[src/rtl/seq_divider_pkg.sv]
// Shared encodings for the iterative RV32M divide unit.
// Op values match funct3[1:0] so the decoder can pass them straight through.
package seq_divider_pkg;

    typedef enum logic [1:0] {
        OP_DIV  = 2'b00,
        OP_DIVU = 2'b01,
        OP_REM  = 2'b10,
        OP_REMU = 2'b11
    } div_op_e;

    typedef enum logic [1:0] {
        IDLE = 2'b00,
        CALC = 2'b01,
        FIX  = 2'b10,
        DONE = 2'b11
    } div_state_e;

    function automatic logic op_is_signed(input div_op_e op);
        return ~op[0];
    endfunction

    function automatic logic op_is_rem(input div_op_e op);
        return op[1];
    endfunction

endpackage

[src/rtl/adder_n_subtractor.sv]
// Generic ripple adder/subtractor: s = b + a when c=0, s = b - a when c=1.
module adder_n_subtractor #(
    parameter int WIDTH = 8
) (
    input  logic [WIDTH-1:0] a,
    input  logic [WIDTH-1:0] b,
    input  logic             c,
    output logic [WIDTH-1:0] s
);

    assign s = b + (a ^ {WIDTH{c}}) + WIDTH'(c);

endmodule

[src/rtl/seq_divider.sv]
// Restoring radix-2 divider for DIV/DIVU/REM/REMU, one quotient bit per clock.
// Works on magnitudes and fixes signs and the divide-by-zero/overflow cases in FIX.
module seq_divider
    import seq_divider_pkg::*;
#(
    parameter int WIDTH = 32
) (
    input  logic             clk,
    input  logic             rst_n,
    input  logic             start,
    input  logic             abort,
    input  logic [1:0]       op,
    input  logic [WIDTH-1:0] dividend,
    input  logic [WIDTH-1:0] divisor,
    output logic             busy,
    output logic             done,
    output logic [WIDTH-1:0] result
);

    localparam int              CW        = $clog2(WIDTH) + 1;
    localparam logic [CW-1:0]   LAST_ITER = CW'(WIDTH - 1);
    localparam logic [WIDTH-1:0] MIN_NEG  = {1'b1, {(WIDTH-1){1'b0}}};

    div_state_e       state, next_state;
    div_op_e          op_q;
    logic [CW-1:0]    count;
    logic [WIDTH:0]   rem, rem_shift, diff;
    logic [WIDTH-1:0] quo, divisor_q, fix_result;
    logic             neg_quo, neg_rem, div_zero, overflow;

    logic             in_signed, dvd_neg, dvs_neg, in_div_zero, in_overflow;
    logic [WIDTH-1:0] dvd_abs, dvs_abs;

    assign in_signed   = op_is_signed(div_op_e'(op));
    assign dvd_neg     = in_signed & dividend[WIDTH-1];
    assign dvs_neg     = in_signed & divisor[WIDTH-1];
    assign dvd_abs     = dvd_neg ? -dividend : dividend;
    assign dvs_abs     = dvs_neg ? -divisor : divisor;
    assign in_div_zero = (divisor == '0);
    assign in_overflow = in_signed && (dividend == MIN_NEG) && (divisor == '1);

    // rem[WIDTH] is always 0 between steps, so dropping it in the shift loses nothing.
    assign rem_shift = (WIDTH+1)'({rem, quo[WIDTH-1]});

    adder_n_subtractor #(.WIDTH(WIDTH + 1)) u_trial_sub (
        .a ({1'b0, divisor_q}),
        .b (rem_shift),
        .c (1'b1),
        .s (diff)
    );

    always_ff @(posedge clk or negedge rst_n) begin
        if (!rst_n) begin
            state <= IDLE;
        end else begin
            state <= next_state;
        end
    end

    always_comb begin
        next_state = state;
        if (abort) begin
            next_state = IDLE;
        end else begin
            case (state)
                IDLE:    if (start) next_state = (in_div_zero || in_overflow) ? FIX : CALC;
                CALC:    if (count == LAST_ITER) next_state = FIX;
                FIX:     next_state = DONE;
                DONE:    next_state = IDLE;
                default: next_state = IDLE;
            endcase
        end
    end

    always_comb begin
        busy = (state != IDLE);
        done = (state == DONE);
    end

    // Special cases bypass the iteration; quo still holds |dividend| on those paths.
    always_comb begin
        fix_result = '0;
        if (div_zero) begin
            fix_result = op_is_rem(op_q) ? (neg_rem ? -quo : quo) : '1;
        end else if (overflow) begin
            fix_result = op_is_rem(op_q) ? '0 : quo;
        end else if (op_is_rem(op_q)) begin
            fix_result = neg_rem ? -rem[WIDTH-1:0] : rem[WIDTH-1:0];
        end else begin
            fix_result = neg_quo ? -quo : quo;
        end
    end

    always_ff @(posedge clk or negedge rst_n) begin
        if (!rst_n) begin
            op_q      <= OP_DIV;
            count     <= '0;
            rem       <= '0;
            quo       <= '0;
            divisor_q <= '0;
            neg_quo   <= 1'b0;
            neg_rem   <= 1'b0;
            div_zero  <= 1'b0;
            overflow  <= 1'b0;
            result    <= '0;
        end else if (!abort) begin
            case (state)
                IDLE: begin
                    if (start) begin
                        op_q      <= div_op_e'(op);
                        count     <= '0;
                        rem       <= '0;
                        quo       <= dvd_abs;
                        divisor_q <= dvs_abs;
                        neg_quo   <= dvd_neg ^ dvs_neg;
                        neg_rem   <= dvd_neg;
                        div_zero  <= in_div_zero;
                        overflow  <= in_overflow;
                    end
                end
                CALC: begin
                    rem   <= diff[WIDTH] ? rem_shift : diff;
                    quo   <= {quo[WIDTH-2:0], ~diff[WIDTH]};
                    count <= count + CW'(1);
                end
                FIX: begin
                    result <= fix_result;
                end
                default: ;
            endcase
        end
    end

endmodule

[config.mk]
export PLATFORM = sky130hd
export DESIGN_NAME = seq_divider
export DESIGN_NICKNAME = d
export VERILOG_FILES = /design/src/rtl/seq_divider_pkg.sv /design/src/rtl/adder_n_subtractor.sv /design/src/rtl/seq_divider.sv
export SDC_FILE = /design/constraint.sdc
export NUM_CORES = 1
export LEC_CHECK = 0
export CORE_ASPECT_RATIO = 2
export CORE_MARGIN = 5
export CORE_UTILIZATION = 40
export DETAILED_ROUTE_END_ITERATION = 7
export GPL_TIMING_DRIVEN = 0
export PLACE_DENSITY_LB_ADDON = 0.25
export SLEW_MARGIN = 20
export SYNTH_ARGS = -nofsm -noshare
export SYNTH_HDL_FRONTEND = slang
export SYNTH_SLANG_ARGS = --single-unit
[constraint.sdc]
create_clock -name clk -period 4.5 [get_ports clk]
set_clock_uncertainty 0.2 [all_clocks]
set_input_delay 0.675 -clock clk [delete_from_list [all_inputs] [get_ports clk]]
set_output_delay 0.675 -clock clk [all_outputs]
set_load 0.02 [all_outputs]
==> reports/results.ini, run 1 <==
[outcome]
status=completed

[finish]
diodes=0
postLayoutCoreUtil_pct=47.8
area_growth_pct=18.8
final_cells=1936
final_nets=1680
layout-drive-gt1-share_pct=4.81

[sta]
drv_slew=0
worstMarginPinSlew_ns=1.18
fmax_mhz=229
rsz0062_at_grt=no
period_share_pct=96.8
finalHoldViolCount=0
setup_viol=0
min_period_ns=4.36
slew_headroom_pct=21.1
finalSetupTns_ns=0
hold_ws_ns=0.273

[synthesis]
synthSimpleGateAreaFrac_pct=19.8
netlist_area_um2=11300
muxShareOfSynthArea_pct=0.643
synth-xor-area-share_pct=13.1
synth_cell_types=69
syn_avg_cell_area_um2=7.83
yosys.area_share.adder_pct=4.83
synth_compound_area_share_pct=24.9
ys.warnings.count=0
synth_top_area_share_pct=31.2
yosysSeqAreaShare_pct=31.2
synth-async-reset-ratio_pct=100
ys.flop_type=dfrtp_1
synthTopCellsByCount=nand2_1, o21ai_0, dfrtp_1
synth-edff-count=0
synth_top_family_by_area=compound AO/OA/AOI/OAI gates
synthCells=1442
syn_nets=1555
synth_area_leader_cell=dfrtp_1
postSynthRegisterBits=141
synthTopCellsByArea=dfrtp_1, xor2_1, o21ai_0
synth.most_common_cell=nand2_1

[placement]
place_congestion=0.943
dp_hpwl_um=31000
dp_cells=1902
portBuffers=103

[worst_setup_path]
crit_slowest_cell=dfrtp_2
crit_type=flip-flop to flip-flop
crit_required_ns=4.61
slowest_delay_ns=0.48
critical_path.max_fanout=10
end_kind=flip-flop
critPathArrivalTime_ns=4.47
cp-start-kind=flip-flop
path_common_cell=o21a_1
crit_chain=inv_1 > ha_1 > fa_1 > nand2b_1 > a21oi_1 > o41a_1 > a211oi_4 > o21a_1 > o21a_1 > o211ai_1 > buf_4 > buf_2 > nand3_1 > o311ai_0

[clocking]
clk_latency_ns=0.46
clk_path_buf_depth=2
path_clk_slew_ns=0.06
cts.htree.levels=4
cts.sinks=141
cts_buffers=17
cts_root_buf=clkbuf_16
cts_tree=built

[detailed_routing]
drtAntennaViolNets=0
wl_met1_um=12600
dr_total_vias=11193
top_layer=met4
drtIter0Drc=700
met3_length_um=1470
avgViaCountPerCell=5.78
wirelength_um=38300
wire_per_inst_um=19.8
wl_met2_um=21200
firstDrtPassIters=6
drc_errors=0

[global_routing]
grt_max_degree=100
grt_pass1_wl_um=60200
antenna_found_initial=0
grt_overflow=0
grtUsageTotal_pct=24.5
grt_pass1_vias=11354

[floorplanning]
coreArea_um2=28100
io_pins=104
die_area_um2=31900
row_count=87
initial_core_util_pct=40.2
die_h_um=248
die_x_um=129

[power_and_ir_drop]
p_comb_share_pct=55.3
vdd_ir_drop_max_mv=0.351
sequentialPowerShare_pct=26.6
p_clk_share_pct=18.1
switchingPower_uw=3620
intPower_uw=4180
p_total_uw=7800
cellLeakagePower_uw=0.00545
p_per_area_nw_per_um2=582
swShare_pct=46.4

[hold_path]
hold_class=flip-flop to flip-flop

[flow_run]
max_cap_violations=0

-- layout by cell type, fill, tap and decap left out, drive strengths merged, types with 17 or more instances in the layout --
cell | Yosys | layout
nor2 | 94 | 94
o22ai | 18 | 18
nand4 | 19 | 19
clkdlybuf4s50 | 0 | 102
ha | 42 | 42
nand3 | 37 | 37
a21oi | 108 | 108
or3 | 21 | 21
xnor2 | 72 | 72
nand2 | 202 | 202
buf | 17 | 20
o311ai | 24 | 24
nor3 | 17 | 17
o21ai | 157 | 157
clkbuf | 82 | 102
inv | 63 | 63
xor2 | 97 | 97
dfrtp | 141 | 141
o31ai | 39 | 39
-- through the flow --
stage          worst slack, ns  instance area (um2)
5_1_grt                 0.0249                13400
6_report                 0.142                13400
3_5_place_dp            -0.182                12800
3_3_place_gp             -3.11                12800
2_1_floorplan             1.04                11300
4_1_cts                0.00985                13400
-- worst max-delay path, delay by kind of cell, from the launching register on --
kind            cells  cell delay, ns
flops               1            0.48
compound gates      7            1.76
simple gates        2            0.28
fa+ha+maj           2            0.69
buf+inv             3            0.79
-- cells by family (layout without fill, tap and decap cells) --
group	count (synthesis)	in the layout
AOI/OAI and AO/OA	447	447
DFF	141	141
xor gates and xnor gates	169	169
muxes	7	7
and+or+nand+nor	472	472
buffers and inverters	163	301
adders and majority gates	43	43
-- worst paths after layout --
path,start,end,slack [ns],depth (start not counted)
max,quo[31],rem[23],0.14,14
min,result[0],result[0],0.27,2
max reg2reg,quo[31],rem[23],0.14,14
min reg2reg,result[0],result[0],0.27,2
max in group asynchronous,rst_n,result[19],2.81,3
min in group asynchronous,rst_n,count[3],0.48,2
-- metal layers --
metal | vias up | GRT usage [%]
li1 | 5390 | -
met1 | 5331 | 22.5
met2 | 339 | 46.9
met3 | 133 | 3.79
met4 | 0 | 18.1
met5 | - | 0
-- cell type report --
cell class              count  area, um2
fillers                  2823      14700
clock buffers              20        457
well taps                 356        445
flip-flops and latches    141       3530
repair buffers            106       1080
multi-input cells        1138       7160
inverters                  64        240
clock inverters            12        120
plain buffers              99        383
-- flip-flops by register name (all words and copies together), names as in the netlist, 2 cells and up --
name and flops:
result 32, state 2, rem 32, divisor_q 32, count 6, quo 32
-- timing repair --
action | 4_1_cts | 5_1_grt
hold buffers | 1 | 0
endpoints found under the hold margin | 42 | 0
gates resized for setup | 1 | 6
pin swaps | 0 | 1
buffers inserted | 0 | 1
setup endpoints to repair | 31 | 28
-- power groups by stage --
| stage | Sequential (uW) | Clock (uW) | Combinational (uW) |
|---|---|---|---|
| 6_report | 2070 | 1410 | 4320 |
| 5_1_grt | 2130 | 1480 | 4760 |
| 4_1_cts | 2070 | 1430 | 4310 |
| 3_5_place_dp | 2090 | 0 | 4290 |
| 3_3_place_gp | 2080 | 0 | 4220 |
| 2_1_floorplan | 2100 | 0 | 2820 |
(Power assumes the default switching activity.)
==> inputs of run 2 (changes only) <==
--- a/config.mk
+++ b/config.mk
@@ -5,7 +5,7 @@
 export SDC_FILE = /design/constraint.sdc
 export NUM_CORES = 1
 export LEC_CHECK = 0
-export CORE_ASPECT_RATIO = 2
+export CORE_ASPECT_RATIO = 1.4
 export CORE_MARGIN = 5
 export CORE_UTILIZATION = 40
 export DETAILED_ROUTE_END_ITERATION = 7
==> constraint.sdc (replaced) <==
create_clock -name clk -period 4 [get_ports clk]
set_clock_uncertainty 0.2 [all_clocks]
set_input_delay 0.6 -clock clk [delete_from_list [all_inputs] [get_ports clk]]
set_output_delay 0.6 -clock clk [all_outputs]
set_load 0.02 [all_outputs]
==> reports/results.ini, run 2 (synthesis results as in run 1) <==
[finish]
layout_common_cells=nand2_1, o21ai_0, dfrtp_1
final_nets=1682  ; +0.12%
layout_commonest_cell=nand2_1
diodes=0  ; unchanged
area_growth_pct=19.7
fill_cells=2820  ; -0.11%
layout-drive-gt1-share_pct=4.99  ; +0.18 points
postLayoutCoreUtil_pct=48.7  ; +0.95 points

[sta]
finalSetupTns_ns=0  ; unchanged
rsz0062_at_grt=no
slew_headroom_pct=35.5  ; +14 points
drv_slew=0  ; unchanged
period_share_pct=95.5  ; -1.4 points
setup_viol=0  ; unchanged
fmax_mhz=262  ; +14%
hold_ws_ns=0.263  ; -0.0103 ns
finalHoldViolCount=0  ; unchanged
worstMarginPinSlew_ns=0.965  ; -0.216 ns
min_period_ns=3.82  ; -0.540 ns

[worst_setup_path]
cp-start-kind=flip-flop
critical_path.max_fanout=10  ; unchanged
crit_type=flip-flop to flip-flop
end_kind=flip-flop
crit_required_ns=4.12  ; -0.49 ns
critPathArrivalTime_ns=3.94  ; -0.53 ns

[hold_path]
hold_class=flip-flop to flip-flop

[detailed_routing]
avgViaCountPerCell=5.71  ; -1.2%
wirelength_um=36300  ; -5.4%
firstDrtPassIters=5  ; -1
wire_per_inst_um=18.6  ; -6.2%
drtIter0Drc=854  ; +22%
drc_errors=0  ; unchanged
dr_total_vias=11154  ; -0.35%
drtAntennaViolNets=0  ; unchanged

[placement]
portBuffers=103  ; unchanged
dp_hpwl_um=28400  ; -8.2%
place_congestion=0.935  ; -0.83%

[clocking]
cts_tree=built
cts.htree.levels=4  ; unchanged
cts_root_buf=clkbuf_16
cts.sinks=141  ; unchanged
cts_buffers=17  ; unchanged
path_clk_slew_ns=0.06  ; about the same
clk_path_buf_depth=2  ; unchanged
clk_latency_ns=0.45  ; about the same

[global_routing]
antenna_found_initial=0  ; unchanged
grt_overflow=0  ; unchanged
grt_pass1_wl_um=58400  ; -3.1%
grt_pass1_vias=11102  ; -2.2%
grt_max_degree=96  ; -4.0%
grtUsageTotal_pct=22.6  ; -1.9 points

[floorplanning]
die_x_um=152  ; +18%
die_h_um=209  ; -16%
io_pins=104  ; unchanged
coreArea_um2=27700  ; -1.2%
initial_core_util_pct=40.7  ; +0.49 points
row_count=72  ; -17%
die_area_um2=31700  ; -0.49%

[outcome]
status=completed

[power_and_ir_drop]
p_total_uw=8830  ; +13%
cellLeakagePower_uw=0.00549  ; +0.61%
vdd_ir_drop_max_mv=0.309  ; -12%
p_per_area_nw_per_um2=653  ; +12%

[flow_run]
max_cap_violations=0  ; unchanged

==> run 2: area by class of cell <==
type	count	area (um2)	area share [%]
multi-input cells	1138	7170	53.1
well taps	370	463	3.43
clock inverters	11	165	1.22
flip-flops and latches	141	3530	26.1
repair buffers	108	1100	8.11
plain buffers	99	388	2.87
clock buffers	21	460	3.41
inverters	64	240	1.78
==> run 2: power by group <==
part | internal [uW] | leakage (uW) | switching (uW)
combinational | 1860 | 0.00337 | 2960
sequential | 1910 | 0.00182 | 400
clock | 1070 | 0.000295 | 632
total | 4840 | 0.00549 | 3990
==> run 2: final timing paths <==
path / start / endpoint / slack, ns / cells past startpoint
hold / removal: result[29] / result[29] / 0.26 / 2
setup / recovery: quo[31] / rem[17] / 0.18 / 15
hold reg to reg: result[29] / result[29] / 0.26 / 2
setup reg to reg: quo[31] / rem[17] / 0.18 / 15
max in group asynchronous: rst_n / divisor_q[25] / 2.33 / 3
min in group asynchronous: rst_n / quo[13] / 0.46 / 2
==> run 2: critical path, cell delays in order (launching register included) <==
cell	delay [ns]
dfrtp_2	0.45
inv_1	0.22
ha_1	0.23
fa_1	0.20
nand2b_1	0.14
a21oi_1	0.09
o41a_1	0.39
a211oi_4	0.39
o21a_2	0.27
o2111ai_1	0.14
o211ai_1	0.12
buf_4	0.17
buf_4	0.22
clkbuf_4	0.23
nand3_1	0.09
o311ai_0	0.14
==> run 2: per-stage QoR <==
stage          cells  cell area, um2  setup slack [ns]
2_1_floorplan   1442           11300             0.538
3_3_place_gp    1915           12800             -3.59
3_5_place_dp    1916           12800            -0.513
4_1_cts         1950           13500            0.0360
5_1_grt         1952           13500          0.000489
6_report        1952           13500             0.182
==> run 2: per-layer routing <==
metal / vias up / part of all wire (%) / global-route usage (%) / wire, um
met3: 90 / 5.0 / 3.15 / 1810
met5: - / 0 / 0 / 0
met4: 0 / 4.7 / 10.8 / 1720
met1: 5298 / 39 / 25.9 / 14200
met2: 363 / 51 / 41.3 / 18500
li1: 5403 / - / - / -
==> run 2: timing repair <==
| action | 4_1_cts | 5_1_grt |
|---|---|---|
| resized for setup | 5 | 5 |
| hold buffers | 1 | 0 |
| gates cloned | 0 | 0 |
| buffers inserted | 1 | 2 |
| endpoints found under the hold margin | 46 | 0 |
| pin swaps | 1 | 2 |
| setup endpoints to repair | 33 | 32 |
